### config.mk
export PLATFORM = sky130hd
export DESIGN_NAME = multi_config_counter
export DESIGN_NICKNAME = d
export VERILOG_FILES = /design/src/rtl/multi_config_counter.sv
export SDC_FILE = /design/constraint.sdc
export NUM_CORES = 1
export LEC_CHECK = 0
export ABC_CLOCK_PERIOD_IN_PS = 18700
export BUFFER_PORTS_ARGS = -buffer_cell sky130_fd_sc_hd__buf_4
export CORE_MARGIN = 1
export CORE_UTILIZATION = 50
export CTS_CLUSTER_DIAMETER = 120
export DETAILED_ROUTE_END_ITERATION = 10
export HOLD_SLACK_MARGIN = 0.02
export MAX_ROUTING_LAYER = met4
export PLACE_DENSITY = 0.71
export SETUP_SLACK_MARGIN = 0.05
export SLEW_MARGIN = 40
export SYNTH_ARGS = -nofsm -noshare
export SYNTH_HDL_FRONTEND = slang
export SYNTH_SLANG_ARGS = --single-unit
### constraint.sdc
create_clock -name CLK -period 18.7 [get_ports CLK]
set_input_delay 0.935 -clock CLK [delete_from_list [all_inputs] [get_ports CLK]]
set_output_delay 0.935 -clock CLK [all_outputs]
set_load 0.01 [all_outputs]
### src/rtl/multi_config_counter.sv
// Multi-channel credit/occupancy counter with per-channel saturation limits.
// Supports conditional decrement and sticky overflow/underflow flags.
module multi_config_counter #(
  parameter int count_sz = 10,
  parameter int num_ch   = 4,
  parameter int ch_sz    = 2
) (
  input  logic                CLK,
  input  logic                nRST,
  input  logic                increment__ENA,
  input  logic [ch_sz-1:0]    increment_ch,
  input  logic [count_sz-1:0] increment_v,
  output logic                increment__RDY,
  input  logic                decrement__ENA,
  input  logic [ch_sz-1:0]    decrement_ch,
  input  logic [count_sz-1:0] decrement_v,
  output logic                decrement__RDY,
  input  logic                maybeDecrement__ENA,
  input  logic [ch_sz-1:0]    maybeDecrement_ch,
  input  logic [count_sz-1:0] maybeDecrement_v,
  output logic                maybeDecrement,
  output logic                maybeDecrement__RDY,
  input  logic                setLimit__ENA,
  input  logic [ch_sz-1:0]    setLimit_ch,
  input  logic [count_sz-1:0] setLimit_v,
  output logic                setLimit__RDY,
  input  logic                clearErr__ENA,
  input  logic [ch_sz-1:0]    read_ch,
  output logic [count_sz-1:0] read,
  output logic                read__RDY,
  output logic [num_ch-1:0]   positive,
  output logic [num_ch-1:0]   atLimit,
  output logic [num_ch-1:0]   overflow,
  output logic [num_ch-1:0]   underflow
);

  // Handshake: every method is always ready (__RDY held at 1), so a command
  // fires on exactly the cycles its __ENA is high; no backpressure exists.
  assign increment__RDY      = 1'b1;
  assign decrement__RDY      = 1'b1;
  assign maybeDecrement__RDY = 1'b1;
  assign setLimit__RDY       = 1'b1;
  assign read__RDY           = 1'b1;

  // Two extra bits hold the sum of two counts and the negative dip of two subtractions.
  localparam int W = count_sz + 2;
  localparam logic signed [W-1:0] ZERO = '0;
  localparam logic [ch_sz:0] NUM_CH_W = (ch_sz+1)'(num_ch);

  logic [count_sz-1:0] cnt_view [num_ch];
  logic [num_ch-1:0]   acc_view;

  for (genvar g = 0; g < num_ch; g++) begin : g_ch
    localparam logic [ch_sz-1:0] IDX = ch_sz'(g);

    logic                inc_hit, dec_hit, mv_hit, lim_hit;
    logic [count_sz-1:0] cnt_q, lim_q, cnt_d, lim_d;
    logic signed [W-1:0] cur, inc_s, dec_s, mv_s, lim_s, raw;
    logic                acc, of_set, uf_set;
    logic                pos_q, of_q, uf_q;

    assign inc_hit = increment__ENA      && (increment_ch      == IDX);
    assign dec_hit = decrement__ENA      && (decrement_ch      == IDX);
    assign mv_hit  = maybeDecrement__ENA && (maybeDecrement_ch == IDX);
    assign lim_hit = setLimit__ENA       && (setLimit_ch       == IDX);

    always_comb begin
      cur    = $signed({2'b00, cnt_q});
      inc_s  = inc_hit ? $signed({2'b00, increment_v})      : ZERO;
      dec_s  = dec_hit ? $signed({2'b00, decrement_v})      : ZERO;
      mv_s   = mv_hit  ? $signed({2'b00, maybeDecrement_v}) : ZERO;
      lim_d  = lim_hit ? setLimit_v : lim_q;
      lim_s  = $signed({2'b00, lim_d});
      // Acceptance ignores the same-cycle increment so a consumer never
      // spends credit that is only arriving this cycle.
      acc    = (cur - dec_s) >= mv_s;
      raw    = cur + inc_s - dec_s - (acc ? mv_s : ZERO);
      cnt_d  = raw[count_sz-1:0];
      of_set = 1'b0;
      uf_set = 1'b0;
      if (raw[W-1]) begin
        cnt_d  = '0;
        uf_set = 1'b1;
      end else if (raw > lim_s) begin
        cnt_d  = lim_d;
        of_set = inc_hit && (increment_v != '0);
      end
    end

    always_ff @(posedge CLK or negedge nRST) begin
      if (!nRST) begin
        cnt_q <= '0;
        lim_q <= '1;
        pos_q <= 1'b0;
        of_q  <= 1'b0;
        uf_q  <= 1'b0;
      end else begin
        cnt_q <= cnt_d;
        lim_q <= lim_d;
        pos_q <= (cnt_d != '0);
        of_q  <= of_set | (of_q & ~clearErr__ENA);
        uf_q  <= uf_set | (uf_q & ~clearErr__ENA);
      end
    end

    assign cnt_view[g]  = cnt_q;
    assign acc_view[g]  = acc;
    assign positive[g]  = pos_q;
    assign atLimit[g]   = (cnt_q == lim_q);
    assign overflow[g]  = of_q;
    assign underflow[g] = uf_q;
  end

  always_comb begin
    read = '0;
    if ({1'b0, read_ch} < NUM_CH_W) read = cnt_view[read_ch];
  end

  always_comb begin
    maybeDecrement = 1'b0;
    if (maybeDecrement__ENA && ({1'b0, maybeDecrement_ch} < NUM_CH_W))
      maybeDecrement = acc_view[maybeDecrement_ch];
  end

endmodule

# Yosys cells after proc, flatten, opt, wreduce, memory -nomap -nowiden
# Cells that the tools add are included.
# W data, S select, Z words.
# word_totals
latch_bits	0
memories	0
register_bits	92
input_bits	57
ramBits	0
mem_bits_ro	0
output_inout_bits	32
# op_classes
shift	0
mul	0
muxes	46
bitwise	18
add_sub_neg	16
magnitude_cmp	10
reduce_logical	29
eq_ne	16
n_div	0
# op_table
op	n
$mux W10	30
$reduce_bool A10 Y1	5
$gt A12 B11 Y1	4
$sub A11 B10 Y12	4
$sub A12 B11 Y12	4
$add A10 B10 Y11	4
$ge A11 B11 Y1	4
$sub A10 B10 Y11	4
$eq A10 B10 Y1	4
$bmux W10 S2	1
$logic_and A1 B1 Y1	20
$eq A2 B2 Y1 const B	8
$mux W1	14
$and A1 B1 Y1	8
$eq A2 B1 Y1 const B	4
$logic_not A2 Y1	4
$or A1 B1 Y1	8
$ge A3 B3 Y1 const B	1
$lt A2 B3 Y1 const B	1
$not A2 Y3	1
$bmux W1 S2	1
$not A1 Y1	1

# Longest topological paths before layout
# Gate-level depths: netlist of the first run.
# depth
depth_word	11
ltp_mapped	39

# Worst setup path after synthesis of the first run
# No wires, ideal clock.
# synth_timing
path_type	input-to-reg
start	input decrement_ch[1]
end	register g_ch[1].pos_q
arrival_time_ns	8.422
path_slack_ns	10.154
n_path_buf	3
required_time_ns	18.576
stages	34
setup_ns	0.124
path_cell_list	and3b_1 -> clkbuf_1 -> and2_1 -> ha_1 -> inv_1 -> fa_1 -> nand2_1 -> nand2_1 -> a21oi_1 -> o21ai_0 -> o41ai_1 -> xnor2_1 -> ha_1 -> nand2_1 -> o21ai_0 -> and3_1 -> clkbuf_1 -> and2_1 -> fa_1 -> fa_1 -> inv_1 -> ha_1 -> and3_1 -> a221o_1 -> o41a_2 -> a31oi_1 -> xnor2_1 -> ha_1 -> a2111oi_0 -> nand3b_1 -> o2bb2ai_1 -> buf_2 -> o31a_1 -> a211o_1
# synth_via
elab_chain_cells	11
word_cells_on_any_way	12
classes_between	3 x add/sub; 2 x order compare; 1 x eq/ne; 4 x mux; 2 x reduce/logical
# synth_rtl
element	line	source
start: declaration	15	input logic [ch_sz-1:0] decrement_ch,
$eq A2 B1 Y1 (*)	63	assign dec_hit = decrement__ENA && (decrement_ch == IDX);
$logic_and A1 B1 Y1 (*)	63	
$mux W10 (*)	70	dec_s = dec_hit ? $signed({2'b00, decrement_v}) : ZERO;
$sub A10 B10 Y11	76	acc = (cur - dec_s) >= mv_s;
$ge A11 B11 Y1	76	
$mux W10	77	raw = cur + inc_s - dec_s - (acc ? mv_s : ZERO);
$sub A12 B11 Y12 (*)	77	
$gt A12 B11 Y1	84	end else if (raw > lim_s) begin
$mux W10	84	
$mux W10 (*)	81	if (raw[W-1]) begin
$reduce_bool A10 Y1 (*)	100	pos_q <= (cnt_d != '0);
end signal: assignment	100	
end: declaration	60	logic pos_q, of_q, uf_q;
# Every way passes the cells marked *; elsewhere a longest branch is shown, timed or not.

# Worst setup path in the final report of the first run
# layout_timing
start	input decrement_ch[1]
end	register g_ch[2].pos_q
# layout_via
elab_chain_cells	11
word_cells_on_any_way	12
classes_between	3 x add/sub; 2 x order compare; 1 x eq/ne; 4 x mux; 2 x reduce/logical
# layout_rtl
element	line
$eq A2 B2 Y1 (*)	63
$logic_and A1 B1 Y1 (*)	63
$mux W10 (*)	70
$sub A10 B10 Y11	76
$ge A11 B11 Y1	76
$mux W10	77
$sub A12 B11 Y12 (*)	77
$gt A12 B11 Y1	84
$mux W10	84
$mux W10 (*)	81
$reduce_bool A10 Y1 (*)	100
end signal: assignment	100
end: declaration	60
# Marks and branches as above.

==> parameters.txt, run 1 <==
Parameter                              Value

Clocking
  CTS sink cnt    92
  H-tree depth reported by CTS    3
  CTS max path bufs    2
  Post_cts resized    0
  Clock slew seen by the registers of the worst setup and hold paths    0.07 ns
  CTS root buf    clkbuf_16
  Clock latency at the later pin of the worst-skew pair    0.35 ns
  CTS tree    done
  Post-CTS setup repair buffer count    0
  Total of hold buffers inserted after clock tree synthesis    0
  TritonCTS buffer count    9

Global route
  Number of antenna violations at the first check in global routing    0
  Pin count of the biggest net entering global routing    67
  First-pass GRT wire length    59.1 mm
  Number of global-route vias before repair    10335
  Remaining global-route overflow    0
  Total global routing track utilization    0.310

STA
  Worst-case clock skew    0.00990 ns
  Max Freq    105 MHz
  Number of setup violations in the final report    0
  Total negative slack for setup checks    0 ns
  Slew at the pin closest to its max-slew limit    0.769 ns
  Worst Hold Slack    0.489 ns
  Final count of pins violating max slew    0
  Minimum period implied by the final worst setup slack    9.48 ns
  RSZ-0062 raised after global routing    no
  Hold Fails Final Rpt    0
  Max-slew headroom at the worst pin    0.487
  Final worst path period share    0.507

Floorplanning
  Effective utilization at floorplan    0.513
  Die Span X    161 µm
  Overall die area    25800 µm²
  I/O pins    89
  Core footprint    24500 µm²
  Standard-cell row count    57
  Die Y    161 µm

Logic synthesis
  Portion of synthesized cell area occupied by the leading cell type    0.167
  Most area-hungry cell type in the Yosys netlist    ha_1
  Post-synth EDFFs    0
  Number of warnings reported in the yosys synthesis log    0
  Number of distinct library cells after synthesis    67
  Leading register cell type out of synthesis    dfrtp_1
  Mean post-synth cell area    8.79 µm²
  Sequential area share after synthesis    0.187
  Post-synthesis cell count    1433
  Async SR Flop Fraction    1.00
  Total of flip-flops plus latches after synthesis    92
  Most area-consuming cells after synthesis    ha_1 17%, fa_1 13%, dfrtp_1 10%, dfstp_2 8.3%, inv_1 5.8%
  Cell area after technology mapping    12600 µm²

Setup path
  Delay-heaviest family, CP    compound AO/OA/AOI/OAI gates
  Max incr delay on CP    0.60 ns
  CP Buf/Inv Count    3
  Library cell contributing the largest single delay on the critical path    or4b_2
  CP endpoint kind    flip-flop
  Largest fanout on the critical path    14
  Critical Path AT    9.72 ns
  Critical path class    in -> reg
  Data required time at the worst endpoint    18.93 ns
  CP most frequent cell    o21ai_0
  Element type at the critical path start    input pin

Finish
  Post-route insts no fill    1821
  Leading cell type in the layout, fill and taps excluded    inv_1
  Core utilization of the finished layout    0.562
  Number of diodes added for antenna fixing    0
  Layout cell share with drive strength beyond 1    0.128
  Synthesis-to-finish area growth    9.46%
  Post-layout net count    1801
  Commonest non-fill, non-tap cells in the layout    196 x inv_1, 168 x ha_1, 163 x nand2_1
  Filler cells    2283

Drt
  Starting DRT DRC Count    821
  Detail-routed via count per cell    5.76
  Count of unresolved DRC violations after routing    0
  Via count    10486
  Avg WL per Cell    20.5 µm
  Final antenna-violating net count    0
  Number of search-and-repair iterations in the first detailed-routing pass    5
  Total wirelength of the detailed-routed design    37.3 mm

Placed design
  Port bufs    83
  Total instance count after detailed placement    1805
  Final HPWL from detailed placement    30.9 mm
  Routability congestion estimate    0.980

Run
  Max-cap violations    0

Min path
  Class of the tightest hold or removal check    reg -> reg

Run status
  Status    completed
-- synth_stat cells (all sizes together) (10+ instances only) --
master  count
inv       196
a211oi     25
dfrtp      52
a21oi      52
xor2       29
nor2      103
a21o       27
nor4       14
dfstp      40
buf        27
nor2b      14
or4        10
mux4       10
a31oi      10
mux2       22
nand4      19
xnor2      66
ha        168
nand2     163
clkbuf     20
fa         84
and2       53
o21ai      44
nand3      14
nor3       18
mux2i      51
-- path summary, 6_finish.rpt --
path / cells after the start / startpoint / to / slack [ns]
setup / recovery: 37 / decrement_ch[1] / g_ch[2].pos_q / 9.22
hold reg to reg: 1 / g_ch[1].uf_q / g_ch[1].uf_q / 0.49
max in group asynchronous: 2 / nRST / g_ch[1].cnt_q[6] / 17.28
min in group asynchronous: 1 / nRST / g_ch[0].cnt_q[9] / 0.50
hold / removal: 1 / g_ch[1].uf_q / g_ch[1].uf_q / 0.49
setup reg to reg: 33 / g_ch[2].cnt_q[1] / g_ch[2].pos_q / 10.11
-- metal layers --
layer	vias to the layer above	wire length (µm)	part of all wire	global-route usage
met1	4989	17600	0.47	0.441
met5	-	0	0	-
met4	0	1130	0.030	0.0887
li1	4986	-	-	-
met2	438	15800	0.42	0.455
met3	73	2740	0.073	0.0447
-- layout make-up --
class | count | area (µm²) | area share
repair buffers | 91 | 687 | 0.0498
multi-input cells | 1102 | 9280 | 0.674
well taps | 324 | 405 | 0.0294
flip-flops and latches | 92 | 2350 | 0.171
clock inverters | 5 | 85.1 | 0.00617
inverters | 196 | 736 | 0.0534
clock buffers | 11 | 233 | 0.0169
-- registers in the layout (all words and copies together) (netlist names) --
name        flops
g_ch.cnt_q     40
g_ch.lim_q     40
g_ch.uf_q       4
g_ch.pos_q      4
g_ch.of_q       4
-- logic make-up after synthesis --
logic type               count (synthesis)  share of synthesized area
buffers and inverters                  243                     0.0793
flip-flops                              92                      0.187
other                                    1                   0.000298
XOR/XNOR                                95                     0.0661
adder cells (fa/ha/maj)                252                      0.301
AND/OR/NAND/NOR                        437                      0.165
multiplexers                            83                     0.0781
AO/OA/AOI/OAI                          230                      0.124
-- stage by stage --
step	worst slack, ns	instance area, µm²
global placement	9.10	13400
finish	9.22	13800
global route	8.39	13800
floorplan	10.15	12600
CTS	9.33	13800
detailed placement	9.04	13500
Power of run 1 is not shown: default switching activity piles up to over one toggle a cycle in this logic, so the estimate is an artifact.
==> run 2, diff against run 1 <==
ABC_CLOCK_PERIOD_IN_PS = 8100   (was 18700)
PLACE_DENSITY = 0.74   (was 0.71)
clock period = 8.1 ns   (was 18.7 ns; I/O delays follow)
==> parameters.txt, run 2 (synthesis gave the netlist of run 1 again) <==
Parameter                              Value

Placed design
  Final HPWL from detailed placement    31.5 mm (+1.8%)
  Port bufs    83 (unchanged)
  Placed cell areas    13700 µm² (+2.1%)
  Routability congestion estimate    1.02 (+3.9%)

Global route
  First-pass GRT wire length    60.8 mm (+2.8%)
  Number of antenna violations at the first check in global routing    2 (+2)
  Pin count of the biggest net entering global routing    60 (-10%)
  Remaining global-route overflow    0 (unchanged)
  Number of global-route vias before repair    10832 (+4.8%)
  Total global routing track utilization    0.322 (+0.0123)

Setup path
  Critical Path AT    7.98 ns (-1.74 ns)
  Library cell contributing the largest single delay on the critical path    dfrtp_1
  Max incr delay on CP    0.52 ns (-0.08 ns)
  CP endpoint kind    flip-flop
  Data required time at the worst endpoint    8.34 ns (-10.59 ns)
  Largest fanout on the critical path    7 (-7)
  Critical path class    reg -> reg
  Element type at the critical path start    flip-flop

STA
  Final count of pins violating max slew    0 (unchanged)
  Final worst path period share    0.956
  Max Freq    129 MHz
  Minimum period implied by the final worst setup slack    7.74 ns
  RSZ-0062 raised after global routing    yes
  Worst-case clock skew    0.00954 ns (-0.000366 ns)
  Number of setup violations in the final report    0 (unchanged)
  Max-slew headroom at the worst pin    0.469 (-0.0173)
  Hold Fails Final Rpt    0 (unchanged)
  Slew at the pin closest to its max-slew limit    0.795 ns (+0.0259 ns)

Drt
  Starting DRT DRC Count    836 (+1.8%)
  Detail-routed via count per cell    5.84 (+1.4%)
  Via count    10944 (+4.4%)
  Count of unresolved DRC violations after routing    0 (unchanged)
  Total wirelength of the detailed-routed design    39.8 mm (+6.7%)
  Avg WL per Cell    21.2 µm (+3.6%)
  Final antenna-violating net count    0 (unchanged)
  Number of search-and-repair iterations in the first detailed-routing pass    5 (unchanged)

Clocking
  Clock slew seen by the registers of the worst setup and hold paths    0.07 ns (about the same)
  CTS max path bufs    2 (unchanged)
  TritonCTS buffer count    9 (unchanged)
  Clock latency at the later pin of the worst-skew pair    0.35 ns (about the same)
  CTS tree    done
  H-tree depth reported by CTS    3 (unchanged)
  CTS sink cnt    92 (unchanged)
  CTS root buf    clkbuf_16

Finish
  Filler cells    2202 (-3.5%)
  Post-layout net count    1853 (+2.9%)
  Leading cell type in the layout, fill and taps excluded    inv_1
  Synthesis-to-finish area growth    14.4%
  Largest registers in the final layout    g_ch.cnt_q x40, g_ch.lim_q x40
  Commonest non-fill, non-tap cells in the layout    193 x inv_1, 164 x ha_1, 163 x nand2_1
  Layout cell share with drive strength beyond 1    0.179 (+0.0506)
  Post-Layout Inst Area    14400 µm² (+4.5%)

Floorplanning
  Core footprint    24500 µm² (unchanged)
  Die Y    161 µm (unchanged)
  Standard-cell row count    57 (unchanged)
  Die Span X    161 µm (unchanged)
  Effective utilization at floorplan    0.513 (unchanged)
  I/O pins    89 (unchanged)
  Overall die area    25800 µm² (unchanged)

Run
  Max-cap violations    0 (unchanged)

Min path
  Class of the tightest hold or removal check    in -> reg

Run status
  Status    completed
## run 2: metrics by stage
step / cells / worst slack, ns / hold slack [ns] / TNS [ns] / util
6_report: 1875 / 0.360 / 0.263 / 0 / 0.587
5_1_grt: 1875 / -0.0473 / 0.271 / -0.151 / 0.587
4_1_cts: 1858 / 0.126 / 0.258 / 0 / 0.574
3_5_place_dp: 1841 / -0.252 / 0.384 / -3.44 / 0.560
3_3_place_gp: 1841 / -0.0642 / 0.381 / -0.555 / 0.560
2_1_floorplan: 1437 / 0.0838 / 0.109 / 0 / -
## run 2: layout make-up
| type | instances | area [µm²] | share of cell area |
|---|---|---|---|
| diodes | 2 | 5.00 | 0.000348 |
| clock buffers | 12 | 246 | 0.0171 |
| clock inverters | 4 | 72.6 | 0.00504 |
| inverters | 196 | 736 | 0.0511 |
| multi-input cells | 1102 | 9460 | 0.657 |
| flip-flops and latches | 92 | 2350 | 0.163 |
| well taps | 324 | 405 | 0.0282 |
| repair buffers | 143 | 1120 | 0.0775 |
## run 2: path summary, 6_finish.rpt
check	from	endpoint	slack, ns	cells past startpoint
setup / recovery	g_ch[1].cnt_q[0]	g_ch[1].pos_q	0.36	31
hold / removal	clearErr__ENA	g_ch[0].of_q	0.26	2
setup reg to reg	g_ch[1].cnt_q[0]	g_ch[1].pos_q	0.36	31
hold reg to reg	g_ch[1].uf_q	g_ch[1].uf_q	0.48	1
max in group asynchronous	nRST	g_ch[1].lim_q[6]	6.64	3
min in group asynchronous	nRST	g_ch[0].cnt_q[1]	0.55	2
## run 2: routing by layer
metal | track usage | routed length [µm] | share of wire
met1 | 0.418 | 16800 | 0.42
met2 | 0.469 | 17100 | 0.43
met3 | 0.0863 | 3990 | 0.10
met4 | 0.141 | 1900 | 0.048
met5 | - | 0 | 0
## run 2: worst max-delay path: cells and delay by family (launching register included)
family | cells | cell delay [ns]
compound gates | 11 | 2.83
fa+ha+maj | 7 | 2.45
simple gates | 7 | 0.96
flops | 1 | 0.52
xor+xnor | 2 | 0.36
buf+inv | 3 | 0.27
mux | 1 | 0.24
## run 2: timing repair
item | in CTS | in global routing
resized for setup | 2 | 56
buffers inserted | 0 | 15
pin swaps | 0 | 16
endpoints found under the setup margin | 1 | 48
hold buffers | 1 | 0
hold endpoints to repair | 17 | 0
Power of run 2 is left out for the same reason.
